==> config.mk <==
export PLATFORM = sky130hd
export DESIGN_NAME = phy_stim_gen
export DESIGN_NICKNAME = d
export VERILOG_FILES = /design/src/rtl/phy_pkg.sv /design/src/rtl/phy_word_src.sv /design/src/rtl/phy_stim_gen.sv
export SDC_FILE = /design/constraint.sdc
export NUM_CORES = 1
export LEC_CHECK = 0
export ABC_AREA = 1
export BUFFER_PORTS_ARGS = -buffer_cell sky130_fd_sc_hd__buf_2
export CORE_MARGIN = 2
export CORE_UTILIZATION = 53
export DETAILED_ROUTE_END_ITERATION = 7
export PLACE_DENSITY = 0.87
export RECOVER_POWER = 100
export SLEW_MARGIN = 40
export SYNTH_ARGS = -nofsm -noshare
export SYNTH_HDL_FRONTEND = slang
export SYNTH_HIERARCHICAL = 1
export SYNTH_SLANG_ARGS = --single-unit
export TNS_END_PERCENT = 100
==> constraint.sdc <==
create_clock -name clk_32f -period 2.6 [get_ports clk_32f]
set_clock_uncertainty 0.15 [all_clocks]
set_input_delay 0.65 -clock clk_32f [delete_from_list [all_inputs] [get_ports clk_32f]]
set_output_delay 0.65 -clock clk_32f [all_outputs]
set_load 0.02 [all_outputs]
==> src/rtl/phy_pkg.sv <==
`default_nettype none
// =====================================================================
// Package  : phy_pkg
// Purpose  : Shared PHY encodings, default control words and PRBS7 helpers
// Revision : 1.0
// =====================================================================
package phy_pkg;

    localparam logic [1:0] MODE_CNT  = 2'd0;
    localparam logic [1:0] MODE_FIX  = 2'd1;
    localparam logic [1:0] MODE_PRBS = 2'd2;

    localparam logic [7:0] PHY_COMMA = 8'hBC;
    localparam logic [7:0] PHY_IDLE  = 8'h7C;

    typedef enum logic [1:0] {
        ST_IDLE = 2'd0,
        ST_SYNC = 2'd1,
        ST_DATA = 2'd2
    } phy_state_e;

    // x^7 + x^6 + 1, shifting left with the feedback entering at bit 0
    function automatic logic [6:0] prbs7_step(input logic [6:0] s);
        return {s[5:0], s[6] ^ s[5]};
    endfunction

    function automatic logic [6:0] prbs7_seed(input logic [6:0] s);
        return (s == 7'd0) ? 7'h01 : s;
    endfunction

endpackage
`default_nettype wire

==> src/rtl/phy_word_src.sv <==
`default_nettype none
// =====================================================================
// Module   : phy_word_src
// Purpose  : Data word generator for counter, fixed and PRBS7 lane data
// Revision : 1.0
// =====================================================================
module phy_word_src
    import phy_pkg::*;
#(
    parameter int DW     = 8,
    parameter int SLOT_W = 3
) (
    input  logic              clk_32f,
    input  logic              reset,
    input  logic              load,
    input  logic              step,
    input  logic [1:0]        mode,
    input  logic [DW-1:0]     seed,
    input  logic [SLOT_W-1:0] slot,
    output logic [DW-1:0]     word
);

    logic [6:0] prbs_q;
    logic [6:0] prbs_d;
    logic [6:0] prbs_next;

    // The word for a slot is the advanced state, so the first slot shows step(seed)
    assign prbs_next = prbs7_step(prbs_q);

    always_comb begin
        prbs_d = prbs_q;
        if (load) begin
            prbs_d = prbs7_seed(seed[6:0]);
        end else if (step) begin
            prbs_d = prbs_next;
        end
    end

    always_comb begin
        case (mode)
            MODE_CNT:  word = seed + DW'(slot);
            MODE_FIX:  word = seed;
            MODE_PRBS: word = DW'(prbs_next);
            default:   word = seed + DW'(slot);
        endcase
    end

    always_ff @(posedge clk_32f) begin
        if (reset) begin
            prbs_q <= 7'h01;
        end else begin
            prbs_q <= prbs_d;
        end
    end

endmodule
`default_nettype wire

==> src/rtl/phy_stim_gen.sv <==
`default_nettype none
// =====================================================================
// Module   : phy_stim_gen
// Purpose  : Framed PHY stimulus: comma sync, round-robin lane data, idle fill
// Revision : 1.0
// =====================================================================
module phy_stim_gen
    import phy_pkg::*;
#(
    parameter int            LANES      = 4,
    parameter int            DW         = 8,
    parameter int            SYNC_WORDS = 4,
    parameter int            FRAME_LEN  = 6,
    parameter logic [DW-1:0] COMMA      = DW'(PHY_COMMA),
    parameter logic [DW-1:0] IDLE       = DW'(PHY_IDLE),
    localparam int           LW         = (LANES > 1) ? $clog2(LANES) : 1
) (
    input  logic             clk_32f,
    input  logic             reset,
    input  logic             start,
    input  logic [1:0]       mode,
    input  logic [DW-1:0]    seed,
    input  logic [LANES-1:0] lane_en,
    output logic             ser_out,
    output logic [DW-1:0]    word_out,
    output logic [LW-1:0]    word_lane,
    output logic             word_valid,
    output logic             word_stb,
    output logic             busy,
    output logic             done
);

    localparam int BW     = (DW > 1) ? $clog2(DW) : 1;
    localparam int NSLOT  = LANES * FRAME_LEN;
    localparam int SLOT_W = (NSLOT > 1) ? $clog2(NSLOT) : 1;
    localparam int SYNC_W = (SYNC_WORDS > 1) ? $clog2(SYNC_WORDS) : 1;

    phy_state_e        state_q,      state_d;
    logic [BW-1:0]     bit_cnt_q,    bit_cnt_d;
    logic              start_pend_q, start_pend_d;
    logic [1:0]        mode_q,       mode_d;
    logic [DW-1:0]     seed_q,       seed_d;
    logic [LANES-1:0]  lane_en_q,    lane_en_d;
    logic [SYNC_W-1:0] sync_cnt_q,   sync_cnt_d;
    logic [SLOT_W-1:0] slot_q,       slot_d;
    logic [LW-1:0]     lane_q,       lane_d;
    logic [DW-1:0]     shreg_q,      shreg_d;
    logic              ser_out_q,    ser_out_d;
    logic [DW-1:0]     word_out_q,   word_out_d;
    logic [LW-1:0]     word_lane_q,  word_lane_d;
    logic              word_valid_q, word_valid_d;
    logic              word_stb_q,   word_stb_d;
    logic              busy_q,       busy_d;
    logic              done_q,       done_d;

    logic              boundary;
    logic              sync_last;
    logic              slot_last;
    logic              lane_last;
    logic [SLOT_W-1:0] data_slot;
    logic [LW-1:0]     data_lane;
    logic              data_en;
    logic [DW-1:0]     data_word;
    logic [DW-1:0]     src_word;
    logic [DW-1:0]     next_word;
    logic              src_load;
    logic              src_step;

    assign boundary  = (bit_cnt_q == BW'(DW - 1));
    assign sync_last = (sync_cnt_q == SYNC_W'(SYNC_WORDS - 1));
    assign slot_last = (slot_q == SLOT_W'(NSLOT - 1));
    assign lane_last = (lane_q == LW'(LANES - 1));

    // Slot/lane of the word loaded at the coming boundary (slot 0 when entering DATA)
    assign data_slot = (state_q == ST_DATA) ? slot_q + SLOT_W'(1) : '0;
    assign data_lane = ((state_q == ST_DATA) && !lane_last) ? lane_q + LW'(1) : '0;
    assign data_en   = lane_en_q[data_lane];
    assign data_word = data_en ? src_word : IDLE;

    assign src_load = boundary && (state_q == ST_IDLE) && start_pend_q;
    assign src_step = boundary && (((state_q == ST_SYNC) && sync_last) ||
                                   ((state_q == ST_DATA) && !slot_last));

    phy_word_src #(
        .DW     (DW),
        .SLOT_W (SLOT_W)
    ) u_word_src (
        .clk_32f (clk_32f),
        .reset   (reset),
        .load    (src_load),
        .step    (src_step),
        .mode    (mode_q),
        .seed    (seed_q),
        .slot    (data_slot),
        .word    (src_word)
    );

    always_comb begin
        state_d      = state_q;
        bit_cnt_d    = boundary ? '0 : bit_cnt_q + BW'(1);
        start_pend_d = start_pend_q;
        mode_d       = mode_q;
        seed_d       = seed_q;
        lane_en_d    = lane_en_q;
        sync_cnt_d   = sync_cnt_q;
        slot_d       = slot_q;
        lane_d       = lane_q;
        shreg_d      = {shreg_q[DW-2:0], 1'b0};
        ser_out_d    = shreg_q[DW-1];
        word_out_d   = word_out_q;
        word_lane_d  = word_lane_q;
        word_valid_d = word_valid_q;
        word_stb_d   = boundary;
        busy_d       = busy_q;
        done_d       = 1'b0;
        next_word    = IDLE;

        // The frame's configuration is frozen once the IDLE->SYNC boundary consumes the request
        if ((state_q == ST_IDLE) && start && !src_load) begin
            start_pend_d = 1'b1;
            mode_d       = mode;
            seed_d       = seed;
            lane_en_d    = lane_en;
        end

        if (boundary) begin
            word_lane_d  = '0;
            word_valid_d = 1'b0;
            case (state_q)
                ST_IDLE: begin
                    if (start_pend_q) begin
                        state_d      = ST_SYNC;
                        start_pend_d = 1'b0;
                        sync_cnt_d   = '0;
                        busy_d       = 1'b1;
                        next_word    = COMMA;
                    end
                end
                ST_SYNC: begin
                    if (sync_last) begin
                        state_d      = ST_DATA;
                        slot_d       = '0;
                        lane_d       = '0;
                        next_word    = data_word;
                        word_lane_d  = data_lane;
                        word_valid_d = data_en;
                    end else begin
                        sync_cnt_d   = sync_cnt_q + SYNC_W'(1);
                        next_word    = COMMA;
                    end
                end
                ST_DATA: begin
                    if (slot_last) begin
                        state_d      = ST_IDLE;
                        busy_d       = 1'b0;
                        done_d       = 1'b1;
                    end else begin
                        slot_d       = data_slot;
                        lane_d       = data_lane;
                        next_word    = data_word;
                        word_lane_d  = data_lane;
                        word_valid_d = data_en;
                    end
                end
                default: begin
                    state_d = ST_IDLE;
                    busy_d  = 1'b0;
                end
            endcase
            word_out_d = next_word;
            ser_out_d  = next_word[DW-1];
            shreg_d    = {next_word[DW-2:0], 1'b0};
        end
    end

    always_ff @(posedge clk_32f) begin
        if (reset) begin
            state_q      <= ST_IDLE;
            bit_cnt_q    <= BW'(DW - 1);
            start_pend_q <= 1'b0;
            mode_q       <= '0;
            seed_q       <= '0;
            lane_en_q    <= '0;
            sync_cnt_q   <= '0;
            slot_q       <= '0;
            lane_q       <= '0;
            shreg_q      <= '0;
            ser_out_q    <= 1'b0;
            word_out_q   <= '0;
            word_lane_q  <= '0;
            word_valid_q <= 1'b0;
            word_stb_q   <= 1'b0;
            busy_q       <= 1'b0;
            done_q       <= 1'b0;
        end else begin
            state_q      <= state_d;
            bit_cnt_q    <= bit_cnt_d;
            start_pend_q <= start_pend_d;
            mode_q       <= mode_d;
            seed_q       <= seed_d;
            lane_en_q    <= lane_en_d;
            sync_cnt_q   <= sync_cnt_d;
            slot_q       <= slot_d;
            lane_q       <= lane_d;
            shreg_q      <= shreg_d;
            ser_out_q    <= ser_out_d;
            word_out_q   <= word_out_d;
            word_lane_q  <= word_lane_d;
            word_valid_q <= word_valid_d;
            word_stb_q   <= word_stb_d;
            busy_q       <= busy_d;
            done_q       <= done_d;
        end
    end

    assign ser_out    = ser_out_q;
    assign word_out   = word_out_q;
    assign word_lane  = word_lane_q;
    assign word_valid = word_valid_q;
    assign word_stb   = word_stb_q;
    assign busy       = busy_q;
    assign done       = done_q;

endmodule
`default_nettype wire

# After elaboration in Yosys (flattened, before gate mapping)
# Index checks and enable logic that the tools add are counted.
word_totals:
  register_bits: 59
  elab_cells: 106
classes:
  n_eq_ne: 13
  order_cmp: 1
  n_bitwise: 4
  mux: 43
  n_reduce_logical: 22
  add_sub_neg: 5
ops:
  columns: ["cell", "count"]
  rows:
  - ["$mux 8", 5]
  - ["$pmux 8 s3", 1]
  - ["$mux 7", 3]
  - ["$mux 2", 10]
  - ["$pmux 8 s2", 1]
  - ["$reduce_and 4->1", 4]
  - ["$mux 5", 3]
  - ["$pmux 2 s2", 3]
  - ["$mux 1", 11]
  - ["$ne 2x2->1 const B", 5]
  - ["$pmux 5 s2", 1]
  - ["$add 8x5->8", 1]
  - ["$eq 2x2->1 const B", 4]
  - ["$logic_and 1x1->1", 8]
  - ["$logic_not 7->1", 1]
  - ["$pmux 2 s3", 1]
  - ["$reduce_bool 2->1", 3]
  - ["$add 5x1->5 const B", 1]
  - ["$eq 5x5->1 const B", 1]
  - ["$add 2x1->2 const B", 2]
  - ["$eq 2x1->1 const B", 2]
  - ["$add 3x1->3 const B", 1]
  - ["$eq 3x3->1 const B", 1]
  - ["$logic_not 1->1", 3]
  - ["other kinds (10)", 12]

# Depth between registers and ports, before layout
# Gate-level depths: netlist of run 1.
logic_depth:
  word_depth: 10
  ltp_mapped: 21

# By module
# The synthesis of run 1 kept the hierarchy.
by_module_without_submodules:
  columns: ["module", "n_inst", "area_each_um2", "cells_each", "seq_area_each_um2"]
  rows:
  - ["phy_stim_gen", 1, 2309.7, 293, 1021.0]
  - ["phy_word_src", 1, 825.8, 135, 140.1]

# Worst setup path before layout of run 1
# Ideal clock, no wire load.
synth_path:
  kind: "reg-to-reg"
  from: "register state_q[0]"
  to: "register shreg_q[5]"
  arrival_ns: 2.235
  stages_incl_launch_ff: 22
  setup_slack_ns: 0.086
  synth_period_minus_slack_ns: 2.514
  required_ns: 2.322
  setup_ns: 0.128
  path_cell_list: "dfxtp_1 -> inv_1 -> ha_1 -> buf_6 -> inv_1 -> nor2_1 -> ha_1 -> inv_1 -> fa_1 -> inv_1 -> nand2_1 -> nand2_1 -> nand2_1 -> xnor2_1 -> nand2_1 -> nand2_1 -> inv_1 -> nand3_1 -> nand2_1 -> nand2_1 -> nand2_1 -> a21oi_1"
synth_via:
  word_cells_on_any_way: 15
  classes_between: "add/sub: 1; eq/ne: 2; mux: 10; reduce/logical: 2"
synth_lines:
  columns: ["item", "line_no", "source"]
  rows:
  - ["start: declaration", "phy_stim_gen.sv:38", "phy_state_e state_q, state_d;"]
  - ["start signal: assignment", "phy_stim_gen.sv:196", "state_q <= state_d;"]
  - ["$eq 2x2->1 (*)", "phy_stim_gen.sv:75", "assign data_slot = (state_q == ST_DATA) ? slot_q + SLOT_W'(1) : '0;"]
  - ["$mux 5 (*)", "phy_stim_gen.sv:75", null]
  - ["net data_slot[0]", "phy_stim_gen.sv:60", "logic [SLOT_W-1:0] data_slot;"]
  - ["$add 8x5->8 (*)", "phy_word_src.sv:41, phy_word_src.sv:44", null]
  - ["$pmux 8 s2 (*)", "phy_word_src.sv:40", "case (mode)"]
  - ["net src_word[4]", "phy_stim_gen.sv:64", "logic [DW-1:0] src_word;"]
  - ["$mux 8 (*)", "phy_stim_gen.sv:78", "assign data_word = data_en ? src_word : IDLE;"]
  - ["$mux 8, on equally long branches", "phy_stim_gen.sv:153, phy_stim_gen.sv:140", null]
  - ["$pmux 8 s3 (*)", "phy_stim_gen.sv:129", "case (state_q)"]
  - ["$mux 8 (*)", "phy_stim_gen.sv:126", "if (boundary) begin"]
  - ["end signal: assignment", "phy_stim_gen.sv:205", "shreg_q <= shreg_d;"]
  - ["end: declaration", "phy_stim_gen.sv:47", "logic [DW-1:0] shreg_q, shreg_d;"]
# The timed path passes the listed nets; every way through them passes the cells marked *. The select of a mux whose other input is x is not followed.
# A chain may end at the register's enable or synchronous reset.

# Worst setup path in the final report of run 1
# Ends and elaborated chain as after synthesis.

==> summary.md, run 1 <==
| Metric | Value |
|---|---|
| Run status | finished clean |
| Worst flop-to-flop path endpoint | shreg_q[5] |
| Buffers on Ports | 31 |
| Share of layout cells above drive strength 1 | approximately a fifth |
| Layout area overhead | 19.1% |
| Antenna violations before repair | 0 |
| Final wirelength | approximately 7.7 mm |
| Fin util | between 60% and 70% |
| WP data arrival | between 2 and 3 ns |
| Initial DRT Pass Iterations | 5 |
| Vias per cell | approximately 5.5 |
| Crit path from | state_q[0] |
| H-tree levels | 3 |
| Hold_ws | roughly 0.3 ns |
| Pwr/cell area | about 960 nW/µm² |
| Largest net degree at the start of global routing | 27 |
| Max-Cap Viols | 0 |
| CP Class | reg2reg |
| Number of synthesized flops with an enable pin | 0 |
| Post-Syn Area per Cell | 7.33 µm² |
| Setup TNS | 0 ns |
| Ys async rst share | 0% |
| Area share of the largest cell type after synthesis | between 30% and 40% |
| Initial Util | ~54% |
| Synth cell count leaders | 93 x nand2_1, 58 x dfxtp_1, 57 x nor2_1 |
| Slew HR | approximately 41% |
| Hold crit path type | reg2reg |
| FMAX | about 0.40 GHz |
| TritonCTS clock tree | yes |
| Ports | 32 |
| CP max stage delay | 0.37 ns |
| Initial drt markers | ~240 |
| Slew @ Worst Pin | 0.882 ns |
| CP endpoint | shreg_q[5] |
| GRT Overall Usage | 23.7% |
| DRC viols | 0 |
| First-pass GRT wire length | ~12 mm |
| Die Area | about 6500 µm² |
| Hold Violations, Final | 0 |
| Core area | slightly below 6000 µm² |
| Hold Buf Count CTS | 0 |
| CP endpoint kind | flip-flop |
| Row cnt | 28 |
| Net count after synthesis | roughly 460 |
| Post-synthesis register bit count | 58 |
| Slew Limit Fails | 0 |
| Final Net Count | between 500 and 600 |
| Worst setup SP type | flip-flop |
| Final setup vio count | 0 |
| Sequential fraction of the synthesis area | roughly 37% |
| Netlist cell types | between 40 and 50 |
| Die Span X | 80.9 µm |
| Worst path required time | around 2.7 ns |
| Top-count cell post-synth | nand2_1 |
| Mapped Cells | roughly 430 |
| Dominant synthesized flop cell | dfxtp_1 |
| Leakage | approximately 0.0017 µW |
| Syn Std Cell Area | around 3100 µm² |
| Clock root cell | clkbuf_8 |
| Worst R2R Path Depth | 20 |
| TritonCTS Sinks | 58 |
| Fin crit period | between 2 and 3 ns |
| Worst-skew pair later-pin latency | around 0.34 ns |
| N_diodes | 0 |
| Post-DP HPWL | roughly 5.3 mm |
| Wirelength per Cell | between 10 and 15 µm |
| Final period util | a little under 100% |
| GR Overflow Total | 0 |
| Die height | slightly above 80 µm |
| Antenna-violating nets left | 0 |
| Gpl congestion | 1.00 |
| Synth top area cells | dfxtp_1 37%, nand2_1 11%, nor2_1 6.8% |
| Synth area leader | dfxtp_1 |
| Syn. warnings | 6 |
| Number of fill cells | 500 |
| Total number of vias | 3,052 |
| Longest Clk Path Bufs | 2 |
| TritonCTS buffer count | 9 |
| R2r startpoint | state_q[0] |
| Number of global-route vias before repair | 2,692 |
| Clock slew at the register clock pins of the worst setup and hold paths | approximately 0.07 ns |
| Slowest CP cell | fa_2 |
| Worst-path cell chain | inv_2, ha_4, inv_4, nor2_4, ha_4, inv_2, fa_2, inv_2, nand2_2, nand2_2, nand2_2, xnor2_2, nand2_1, nand2_1, inv_1, nand3_1, nand2_1, nand2_1, nand2_2, a21oi_2 |
| R2R Setup Slk | 0.07 ns |
| Worst-path maximum fanout | 3 |
| Peak supply drop | around 0.6 mV |
layout by cell type, fill, tap and decap left out, types with 11 or more instances in the layout:
cell      instances
a21oi_1          31
buf_2            16
buf_4            12
clkbuf_1         17
clkbuf_8         12
dfxtp_1          54
inv_1            41
nand2_1          88
nand2_2          11
nand3_1          22
nor2_1           56
o21ai_0          30
state kept, by name, indices dropped and copies added, names as in the netlist, 3 cells and up:
name / count
seed_q: 8
bit_cnt_q: 3
word_out: 8
u_word_src/prbs_q: 7
lane_en_q: 4
slot_q: 5
shreg_q: 7
what timing repair did:
item,CTS,global route
endpoints found under the setup margin,4,12
hold endpoints to repair,0,0
gates resized for setup,1,41
buffers inserted,1,6
pin swaps,0,8
power breakdown:
group | leakage, µW | internal [µW] | switching, µW | total [µW]
sequential | 0.000478 | 1090 | 160 | 1250
combinational | 0.00106 | 494 | 865 | 1360
clock | 0.000119 | 616 | 357 | 974
worst max-delay path: cells and delay by family, from the launching register on:
family	cells	cell delay (ns)
simple gates	10	0.75
flops	1	0.33
fa+ha+maj	3	0.68
xor+xnor	1	0.14
compound gates	1	0.13
buf+inv	5	0.29
layer usage:
metal  vias up  wire length, µm  track usage [%]  share of wire, %
met5         -                0                0                 0
met4         0              205             9.49               2.7
met3        25              526             6.78               6.9
met2       136             3780             38.8                49
met1      1394             3160             29.3                41
li1       1497                -                -                 -
area by class of cell:
class | instances | area [µm²] | share of cell area (%)
flip-flops and latches | 58 | 1170 | 31.3
well taps | 75 | 93.8 | 2.51
repair buffers | 46 | 249 | 6.67
inverters | 49 | 186 | 4.99
multi-input cells | 308 | 1800 | 48.2
clock buffers | 12 | 165 | 4.42
clock inverters | 4 | 72.6 | 1.94
cell families after synthesis:
| group | synth area share [%] |
|---|---|
| simple gates | 30.8 |
| fa+ha+maj | 7.02 |
| buf+inv | 9.14 |
| flops | 37.0 |
| xor+xnor | 0.559 |
| compound gates | 15.5 |
metrics by stage:
stage / instances / instance area [µm²] / worst slack, ns / power, µW
after CTS: 546 / 3590 / 0.0119 / 3480
after detailed placement: 529 / 3340 / -0.000203 / 2510
after global routing: 552 / 3730 / -0.0804 / 3820
final: 552 / 3730 / 0.0732 / 3580
after global placement: 529 / 3340 / 0.0718 / 2470
after floorplan: 428 / 3140 / 0.0864 / 2230
worst min-delay path by stage:
stage                        end  cells past startpoint  slack, ns    startpoint
CTS                   shreg_q[3]                      2       0.30    shreg_q[2]
floorplan           bit_cnt_q[0]                      1       0.27  bit_cnt_q[0]
detailed placement    shreg_q[3]                      2       0.30    shreg_q[2]
finish                shreg_q[3]                      2       0.30    shreg_q[2]
global placement    bit_cnt_q[0]                      1       0.29  bit_cnt_q[0]
global route          shreg_q[2]                      2       0.32    shreg_q[1]
(Power assumes the default switching activity.)
==> run 2: changes to the inputs <==
Settings changed: CORE_UTILIZATION 53 to 50, PLACE_DENSITY 0.87 to 0.83.
==> run 2 against run 1 <==
  * Sequential power barely moved
  * Fmax is 0.28% higher
  * Non-clock buffer count decreased by 3
  * Register-to-register slack about the same
  * Sequential cell count unchanged
  * Cell count decreased by 0.54%
  * Sequential share of layout area rose by 0.55 points
  * Combinational power barely moved
  * Global-route usage is 1.6 points lower
  * Critical endpoint is now word_out[6]
  * Largest power group unchanged
  * Highest routed layer unchanged
==> summary.md, run 2 (same netlist as run 1, synthesis figures left out) <==
| Metric | Value |
|---|---|
| Worst Hold Depth | 2 (unchanged) |
| WP data arrival | 2.60 ns (-0.05 ns) |
| Final period util | 96.9% (-0.28 points) |
| Levels on crit path | 18 (-10%) |
| Final wirelength | 7.73 mm (+0.81%) |
| GR Overflow Total | 0 (unchanged) |
| Hold Violations, Final | 0 (unchanged) |
| Internal power | 2070 µW (-5.9%) |
| Part of the power in registers | 36.0% (+1.1 points) |
| Peak supply drop | 0.562 mV (-8.7%) |
| N_diodes | 0 (unchanged) |
| TritonCTS buffer count | 9 (unchanged) |
| Clock slew at the register clock pins of the worst setup and hold paths | 0.07 ns (about the same) |
| GRT Overall Usage | 22.1% (-1.6 points) |
| Buffers on Ports | 31 (unchanged) |
| Antenna violations before repair | 0 (unchanged) |
| Switch Pwr | 1400 µW (+1.2%) |
| TritonCTS Sinks | 58 (unchanged) |
| CP max stage delay | 0.36 ns (about the same) |
| Worst-skew pair later-pin latency | 0.35 ns (about the same) |
| Fin crit period | 2.52 ns (-0.00717 ns) |
| Core area | 5990 µm² (+3.0%) |
| Initial drt markers | 410 (+69%) |
| Pwr/cell area | 943 nW/µm² (-1.7%) |
| Share of layout cells above drive strength 1 | 23.6% (+3.1 points) |
| Pwr Total | 3470 µW (-3.1%) |
| CP bufs+invs | 4 (-1) |
| Sw Share | 40.3% (+1.7 points) |
| Worst-path maximum fanout | 6 (+3) |
| CP Class | reg2reg |
| Final Net Count | 503 (-0.59%) |
| Slew HR | 54.2% (+13 points) |
| Slew @ Worst Pin | 0.686 ns (-0.196 ns) |
| Die height | 83.2 µm (+2.8%) |
| Post-DP HPWL | 5.25 mm (-0.17%) |
| Combinational share of power | 39.6% (+1.7 points) |
| Top cell by count, worst path | nand2_1 |
| Delay-heaviest family, CP | simple AND/OR/NAND/NOR gates |
| Worst setup SP type | flip-flop |
| FMAX | 0.397 GHz (+0.28%) |
| CP endpoint kind | flip-flop |
| Initial DRT Pass Iterations | 5 (unchanged) |
| H-tree levels | 3 (unchanged) |
| RSZ-0062 raised after global routing | yes |
| Hold crit path type | reg2reg |
| Number of global-route vias before repair | 2,751 (+2.2%) |
| Final setup vio count | 0 (unchanged) |
| Initial Util | 52.3% (-1.6 points) |
| Die Span X | 83.2 µm (+2.8%) |
| Row cnt | 28 (unchanged) |
| Gpl congestion | 0.998 (-0.41%) |
| Die Area | 6920 µm² (+5.7%) |
| Max-Cap Viols | 0 (unchanged) |
| Slew Limit Fails | 0 (unchanged) |
| Wirelength per Cell | 14.1 µm (+1.4%) |
| Worst-path cell chain | inv_4, ha_4, buf_4, o21ai_0, a21oi_1, ha_1, inv_1, nand2_1, nand3_1, nand3_1, nand3_1, nand2_1, inv_1, nand3_1, nand2_1, nand2_1, nand2_1, a21oi_1 |
| First-pass GRT wire length | 12.4 mm (+3.9%) |
| Layout area overhead | 17.3% |
| Power share of the clock group | 24.4% (-2.8 points) |
| Commonest cells after routing, fill and taps aside | 89 x nand2_1, 55 x nor2_1, 54 x dfxtp_1, 40 x inv_1 |
| Largest net degree at the start of global routing | 27 (unchanged) |
| Antenna-violating nets left | 0 (unchanged) |
| Total number of vias | 3,059 (+0.23%) |
| TritonCTS clock tree | yes |
| Most common cell after layout, fill and taps aside | nand2_1 |
| Leakage | 0.00170 µW (+2.3%) |
| Worst R2R Path Depth | 18 (-10%) |
| Worst path required time | 2.68 ns (-0.04 ns) |
| DRC viols | 0 (unchanged) |
| Ports | 32 (unchanged) |
| Setup TNS | 0 ns (unchanged) |
| Clock root cell | clkbuf_8 |
| Run status | finished clean |
| Vias per cell | 5.57 (+0.78%) |
| Longest Clk Path Bufs | 2 (unchanged) |
| Slowest CP cell | ha_1 |
[run 2: cell count changes in the layout (fill, tap and decap cells not counted), sizes merged]
cell    previous run  this run
clkbuf            29        11
buf               29        43
clkinv             2         4
bufinv             2         1
[run 2: final timing paths]
path,startpoint,to,slack [ns]
setup reg to reg,state_q[0],word_out[6],0.08
hold / removal,shreg_q[2],shreg_q[3],0.30
setup / recovery,state_q[0],word_out[6],0.08
hold reg to reg,shreg_q[2],shreg_q[3],0.30
[run 2: worst register-to-register path, stage by stage, from the launching register on]
cell     delay (ns)
dfxtp_2        0.33
inv_4          0.07
ha_4           0.13
buf_4          0.13
o21ai_0        0.07
a21oi_1        0.24
ha_1           0.36
inv_1          0.09
nand2_1        0.11
nand3_1        0.13
nand3_1        0.08
nand3_1        0.09
nand2_1        0.06
inv_1          0.05
nand3_1        0.07
nand2_1        0.06
nand2_1        0.04
nand2_1        0.08
a21oi_1        0.06
[run 2: area by class of cell]
class	instances	area, µm²
multi-input combinational	308	1780
timing repair buffer	43	245
sequential	58	1170
inverter	49	186
fill	496	2310
clock inverter	5	52.6
tap	75	93.8
clock buffer	11	151
[run 2: through the flow]
stage	util, %	area [µm²]	setup slack (ns)	hold slack (ns)	instances
final	61.4	3680	0.0804	0.303	549
after global routing	61.4	3680	-0.105	0.328	549
after CTS	59.4	3560	0.0331	0.304	546
after detailed placement	55.9	3350	0.0223	0.294	530
after global placement	55.9	3350	0.0958	0.283	530
after floorplan	-	3140	0.0864	0.268	428
[run 2: layer usage]
metal	GRT usage, %	vias to the layer above	wire length (µm)
met5	0	-	0
met1	26.9	1386	3130
li1	-	1485	-
met4	8.79	0	324
met2	37.5	149	3690
met3	5.27	39	591
[run 2: repair_timing]
item                                   CTS  global route
gates resized for setup                  2            30
hold buffers                             0             0
setup buffers                            0             3
pin swaps                                0             9
endpoints found under the hold margin    0             0
setup endpoints to repair                2            12
[run 2: power groups by stage]
stage / sequential [µW] / combinational [µW] / clock, µW
after floorplan: 1260 / 972 / 0
after global placement: 1240 / 1240 / 0
after detailed placement: 1250 / 1260 / 0
after CTS: 1230 / 1280 / 854
after global routing: 1270 / 1530 / 890
final: 1250 / 1370 / 848
